**config.mk**
```make
export PLATFORM = sky130hd
export DESIGN_NAME = regfile_result_collector
export DESIGN_NICKNAME = d
export VERILOG_FILES = /design/src/rtl/regfile_result_collector.sv
export SDC_FILE = /design/constraint.sdc
export NUM_CORES = 1
export LEC_CHECK = 0
export BUFFER_PORTS_ARGS = -buffer_cell sky130_fd_sc_hd__buf_2
export CAP_MARGIN = 20
export CORE_ASPECT_RATIO = 0.9
export CORE_MARGIN = 2
export CORE_UTILIZATION = 40
export DETAILED_ROUTE_END_ITERATION = 8
export SLEW_MARGIN = 20
export SYNTH_ARGS = -nofsm -noshare
export SYNTH_HDL_FRONTEND = slang
export SYNTH_SLANG_ARGS = --single-unit
```
**constraint.sdc**
```tcl
create_clock -name clk -period 5 [get_ports clk]
set_input_delay 0.5 -clock clk [delete_from_list [all_inputs] [get_ports clk]]
set_output_delay 0.5 -clock clk [all_outputs]
set_load 0.02 [all_outputs]
```
**src/rtl/regfile_result_collector.sv**
```systemverilog
// Captures the word stream from the register-file dump stage into a local buffer,
// tracking a running sum and XOR checksum, with completion, timeout and overflow flags.
module regfile_result_collector #(
  parameter int unsigned DATA_W  = 32,
  parameter int unsigned DEPTH   = 16,
  parameter int unsigned ADDR_W  = 4,
  parameter int unsigned SUM_W   = 40,
  parameter int unsigned TIMEOUT = 255
) (
  input  logic              clk,
  input  logic              rst,
  input  logic              start,
  input  logic              in_valid,
  input  logic [DATA_W-1:0] in_data,
  input  logic [ADDR_W-1:0] rd_addr,
  output logic [DATA_W-1:0] rd_data,
  output logic [ADDR_W:0]   count,
  output logic [SUM_W-1:0]  sum,
  output logic [DATA_W-1:0] chk,
  output logic              busy,
  output logic              done,
  output logic              timeout,
  output logic              overflow
);

  localparam int unsigned IdleW = (TIMEOUT > 1) ? $clog2(TIMEOUT + 1) : 1;
  localparam int unsigned CntW  = ADDR_W + 1;

  typedef enum logic [1:0] {StIdle, StCollect, StDone} state_e;

  state_e              state_q;
  logic [IdleW-1:0]    idle_q;
  logic [CntW-1:0]     count_q;
  logic [SUM_W-1:0]    sum_q;
  logic [DATA_W-1:0]   chk_q;
  logic [DATA_W-1:0]   rd_data_q;
  logic                busy_q, done_q, timeout_q, overflow_q;
  logic [DATA_W-1:0]   mem [DEPTH];

  logic capture, last_word, idle_expire, rd_hit;

  always_comb begin
    capture     = (state_q == StCollect) && in_valid && !start;
    last_word   = (count_q == CntW'(DEPTH - 1));
    // TIMEOUT == 0 disables the idle abort entirely.
    idle_expire = (TIMEOUT != 0) && (idle_q == IdleW'(TIMEOUT - 1));
    rd_hit      = ({1'b0, rd_addr} < count_q);
  end

  // Buffer is deliberately not reset; count gates visibility on read-back.
  always_ff @(posedge clk) begin
    if (capture) begin
      mem[count_q[ADDR_W-1:0]] <= in_data;
    end
  end

  always_ff @(posedge clk or posedge rst) begin
    if (rst) begin
      state_q    <= StIdle;
      idle_q     <= '0;
      count_q    <= '0;
      sum_q      <= '0;
      chk_q      <= '0;
      rd_data_q  <= '0;
      busy_q     <= 1'b0;
      done_q     <= 1'b0;
      timeout_q  <= 1'b0;
      overflow_q <= 1'b0;
    end else begin
      rd_data_q <= rd_hit ? mem[rd_addr] : '0;
      if (start) begin
        state_q    <= StCollect;
        busy_q     <= 1'b1;
        done_q     <= 1'b0;
        idle_q     <= '0;
        count_q    <= '0;
        sum_q      <= '0;
        chk_q      <= '0;
        timeout_q  <= 1'b0;
        overflow_q <= 1'b0;
      end else begin
        case (state_q)
          StIdle: ;
          StCollect: begin
            if (in_valid) begin
              count_q <= count_q + CntW'(1);
              sum_q   <= sum_q + SUM_W'(in_data);
              chk_q   <= chk_q ^ in_data;
              idle_q  <= '0;
              if (last_word) begin
                state_q <= StDone;
                busy_q  <= 1'b0;
                done_q  <= 1'b1;
              end
            end else begin
              idle_q <= idle_q + IdleW'(1);
              if (idle_expire) begin
                state_q   <= StDone;
                busy_q    <= 1'b0;
                done_q    <= 1'b1;
                timeout_q <= 1'b1;
              end
            end
          end
          StDone: begin
            if (in_valid) begin
              overflow_q <= 1'b1;
            end
          end
          default: state_q <= StIdle;
        endcase
      end
    end
  end

  assign rd_data  = rd_data_q;
  assign count    = count_q;
  assign sum      = sum_q;
  assign chk      = chk_q;
  assign busy     = busy_q;
  assign done     = done_q;
  assign timeout  = timeout_q;
  assign overflow = overflow_q;

endmodule

```
Word level (Yosys, flattened, before mapping)
Memory sizes are Yosys's and may differ from the RTL's.
Index checks and enable logic that the tools add are counted.

cells by class
  $add $sub $neg = 3
  magnitude comparators = 1
  equality and inequality tests = 9
  mux-type cells = 36
  bitwise operators = 1
  reductions and logical operators = 15

operator list
  operator                                             count
  2-to-1 mux 32 bit                                    4
  2-to-1 mux 40 bit                                    3
  adder 40 x 32 -> 40 bit                              1
  bitwise XOR 32 bit                                   1
  2-to-1 mux 8 bit                                     3
  2-to-1 mux 1 bit                                     18
  2-to-1 mux 5 bit                                     3
  AND reduction 3 bit                                  3
  adder 8 x 1 -> 8 bit, second input constant          1
  equality test 8 bit, second input constant           1
  2-to-1 mux 2 bit                                     4
  != test 4 bit, second input constant                 2
  nonzero test 2 bit                                   4
  adder 5 x 1 -> 5 bit, second input constant          1
  equality test 5 x 4 -> 1 bit, second input constant  1
  less-than comparator 4 x 5 -> 1 bit                  1
  case mux 2 bit (2 select lines)                      1
  AND reduction 2 bit                                  2
  != test 3 x 2 -> 1 bit, second input constant        1
  nonzero test 3 bit                                   1
  equality test 2 x 1 -> 1 bit, second input constant  1
  equality test 2 bit, second input constant           1
  logical AND 1 bit                                    2
  logical NOT 2 bit                                    1
  4 further kinds                                      4

storage, ports and cells
  register bits after elaboration = 123
  bits in writable memories = 512
  output and inout bits = 113
  word-level logic and storage cells = 76
  memories kept = 1

memories
  name  depth  width  rd ports  clocked after Yosys merged registers in  write ports  RTL line  source
  mem   16     32     1         0                                        1            38        logic [DATA_W-1:0] mem [DEPTH];

Depth between registers and ports, before layout
  depth in word-level cells = 5
  mapped depth = 9
  gate-level depth less buffers = 9

Worst setup path before layout
No wires, ideal clock.

  path type = register to register
  start = register state_q[0]
  end = memory mem[0][0] (enable)
  data arrival time = 3509 ps
  data required time = 4539 ps
  setup slack = 1030 ps
  cell stages (with the launch flop) = 7
  path buffers = 0
  period minus slack after synthesis = 3970 ps
  path through = dfrtp_1 > inv_1 > nor2_1 > nand2_1 > nor2_1 > nand2_1 > nor3_1

between the ends
  word-level cells in the longest chain between the ends = 5

RTL lines
  item                                    RTL line  source
  start: declaration                      31        state_e state_q;
  start signal: assignment                59        state_q <= StIdle;
  start signal: assignment                72        state_q <= StCollect;
  start signal: assignment                91        state_q <= StDone;
  equality test 2 x 1 -> 1 bit            43        capture = (state_q == StCollect) && in_valid && !start;
  logical AND 1 bit (2 in a row)          43
  2-to-1 mux 1 bit                        52        if (capture) begin
  2-to-1 mux 1 bit (implied by the code)  53        mem[count_q[ADDR_W-1:0]] <= in_data;
  end: declaration                        38

Every way passes these cells.

Worst setup path after layout
  start = register sum_q[0], in the netlist sum[0]
  end = register sum_q[34], in the netlist sum[34]

between the ends
  word-level cells in the longest chain between the ends = 4

RTL lines
  item                      RTL line  source
  start: declaration        34        logic [SUM_W-1:0] sum_q;
  start signal: assignment  87        sum_q <= sum_q + SUM_W'(in_data);
  adder 40 x 32 -> 40 bit   87
  2-to-1 mux 40 bit         85        if (in_valid) begin
  2-to-1 mux 40 bit         82        case (state_q)
  2-to-1 mux 40 bit         71        if (start) begin

Every way passes these cells. The select of a mux whose other input is x is not followed.
A chain may end at the register's enable or synchronous reset.

==> flow_summary.ini <==
[status]
status = finished clean

[grt]
use_met3_pct = 3.388
grt_pass1_vias = 14498
grt.total_usage_pct = 19.05
met1_usage_pct = 27.24
grt_pass1_wl_microns = 94230
grt.busiest_layer = met2
antenna_found_initial = 2
grt_overflow_total = 0
grtUsageMet2_pct = 30.46
grt_max_degree = 116

[timing]
clock_skew_ns = 0.01053
whs_ns = 0.1105
post-route-period-util_pct = 62.62
slew_violations = 0
hold_viol = 0
slew_headroom_pct = 37.41
finalSetupTns_ns = 0
rsz0062_at_grt = no
finalSetupViolations = 0
worstMarginPinSlew_ns = 0.9389
min_period_ns = 3.131
max_freq_ghz = 0.3194

[clock_tree]
path_clk_slew_ns = 0.06
ctsHtreeMaxLevel = 3
cts_resized = 0
cts_hold_buf = 0
post_cts_buffers = 0
cts-root-buf = clkbuf_16
clock_latency_ns = 0.59
cts.sinks = 635
cts-buffers-inserted = 71
cts_buffer_depth = 3
cts_tree = yes

[drt]
dr_total_vias = 14112
routed_wl_microns = 62810
wl_per_cell_microns = 24.56
drt-initial-drc-count = 1204
vias_per_cell = 5.517
drtAntennaViolNets = 0
first_pass_iters = 7
drc = 0

[floorplanning]
die_w_microns = 272.6
core_area_sq_um = 64190
die-area_sq_um = 66990
rows = 88
floorplan.initialDensity_pct = 40.46
boundaryPins = 153
dieHeight_microns = 245.8

[critical_path]
arrival_ns = 3.64
critPathLaunchType = flip-flop
cpMostUsedCell = a21oi_1
critPathCaptureType = flip-flop
crit_chain = ha_1 > fa_1 > a211oi_1 > nor3_2 > o211ai_2 > a21oi_1 > o41ai_2 > o21ai_0 > a21oi_1
required_ns = 5.51
critical_path.max_stage_delay_ns = 0.65
worstReg2RegStart = sum[0]
crit_type = flip-flop to flip-flop
cpMaxStageDelayCell = o41ai_2
critical_path.max_fanout = 8
crit_path_start = sum[0]
r2r_cells = 9

[place]
dp_hpwl_microns = 36530
placed_area_sq_um = 27970
gp_congestion = 0.9277
dp_cells = 2429
numPortBuffers = 152

[logic_synthesis]
synth_common_cells = edfxtp_1, mux4_2, dfrtp_1, nand2_1, nor2_1
synth_area_sq_um = 25970
ys.flop_type = edfxtp_1
synth_edf_count = 512
syn_avg_cell_area_sq_um = 17.77
ys.warnings.count = 0
ys_types = 58
yosys-top-cells-area = edfxtp_1, mux4_2, dfrtp_1
synthMostInstantiatedCell = edfxtp_1
ys_ff_latch = 635
netlist_instances = 1462
yosys.area.top_type = edfxtp_1
syn_nets = 1545
synth_top_area_share_pct = 59.19
yosysSeqAreaShare_pct = 71.04
synthArstFlopShare_pct = 19.37

[final_layout]
fin_cells = 2558
final_nets = 1730
n_antenna_cell = 0
final_cell_area_sq_um = 30310
synthToLayoutAreaGrowth_pct = 16.68
layout-drive-gt1-share_pct = 28.07
nFillCells = 5404

[power]
irDropWorstVdd_v = 0.0002584
powerDensity_nw_per_um2 = 405.4
p_total_mw = 12.29
power_leakage_nw = 10.81

[hold_path]
min_path_type = primary input to asynchronous set/reset pin

[job]
max_cap_viol_count = 0
-- state kept, by name (all words and copies together) (netlist names) --
signal / flops
mem: 512
sum: 40
chk: 32
rd_data: 32
idle_q: 8
count: 5
state_q: 2
busy: 1
done: 1
overflow: 1
timeout: 1
-- layout by cell type, fill, tap and decap left out, types with 7 or more instances in the layout --
| cell | n |
|---|---|
| dfrtp_1 | 123 |
| clkinv_1 | 8 |
| buf_12 | 7 |
| clkbuf_1 | 13 |
| edfxtp_1 | 512 |
| nand2_1 | 116 |
| buf_2 | 150 |
| nor3_1 | 7 |
| buf_4 | 22 |
| nor2b_1 | 34 |
| a21o_1 | 10 |
| nand4_1 | 12 |
| o211ai_1 | 8 |
| nor2_4 | 13 |
| mux4_2 | 160 |
| or3_1 | 8 |
| clkinv_2 | 12 |
| a21oi_1 | 69 |
| o21ai_0 | 46 |
| clkbuf_16 | 74 |
| nand3_1 | 10 |
| clkbuf_8 | 10 |
| nor2_1 | 74 |
| xor2_1 | 46 |
| a211oi_1 | 10 |
| ha_1 | 42 |
| xnor2_1 | 17 |
| inv_1 | 13 |
-- path summary, 6_finish.rpt --
path | slack, ns | endpoint
max | 1.87 | sum[34]
min | 0.11 | done
max reg2reg | 1.87 | sum[34]
min reg2reg | 0.49 | busy
max in group asynchronous | 3.83 | rd_data[22]
min in group clk | 0.28 | overflow
-- stage by stage --
| step | utilization [%] | worst slack (ns) |
|---|---|---|
| finish | 47.21 | 1.869 |
| global placement | 43.57 | 1.621 |
| global route | 47.21 | 1.640 |
| floorplan | - | 1.030 |
| CTS | 47.21 | 1.865 |
| detailed placement | 43.57 | 1.571 |
-- report_power, final --
part	total [mW]	switching [mW]	internal, mW
sequential	5.92	0.0770	5.84
clock	5.14	2.04	3.10
combinational	1.23	0.778	0.451
total	12.3	2.89	9.39
-- critical path: cells and delay by family, from the launching register on --
family,cells,cell delay (ns)
AOI/OAI and AO/OA,6,1.83
adders and majority gates,2,0.66
DFF,1,0.42
and+or+nand+nor,1,0.15
-- area by class of cell --
cell class / count / area [sq um] / share of cell area [%]
Clock inverter: 33 / 315.3 / 1.040
Tap cell: 855 / 1070 / 3.530
Inverter: 14 / 57.56 / 0.1899
Timing Repair Buffer: 180 / 1070 / 3.530
Sequential cell: 635 / 18450 / 60.88
Multi-Input combinational cell: 745 / 7318 / 24.15
Clock buffer: 96 / 2024 / 6.680
-- cells by family (layout without fill, tap and decap cells) --
| group | Yosys count | after routing | share of synthesized area, % |
|---|---|---|---|
| AO/OA/AOI/OAI | 182 | 182 | 4.427 |
| XOR/XNOR | 63 | 63 | 2.124 |
| adder cells (fa/ha/maj) | 43 | 43 | 2.100 |
| buffers and inverters | 82 | 323 | 1.243 |
| flip-flops | 635 | 635 | 71.04 |
| multiplexers | 162 | 162 | 13.96 |
| AND/OR/NAND/NOR | 295 | 295 | 5.106 |
-- metal layers --
| layer | up-vias | wire (microns) |
|---|---|---|
| met5 | - | 13 |
| met4 | 2 | 1302 |
| met3 | 101 | 3479 |
| met2 | 449 | 29860 |
| met1 | 7398 | 28160 |
| li1 | 6162 | - |
No activity file was read; power rests on OpenSTA's default activity.
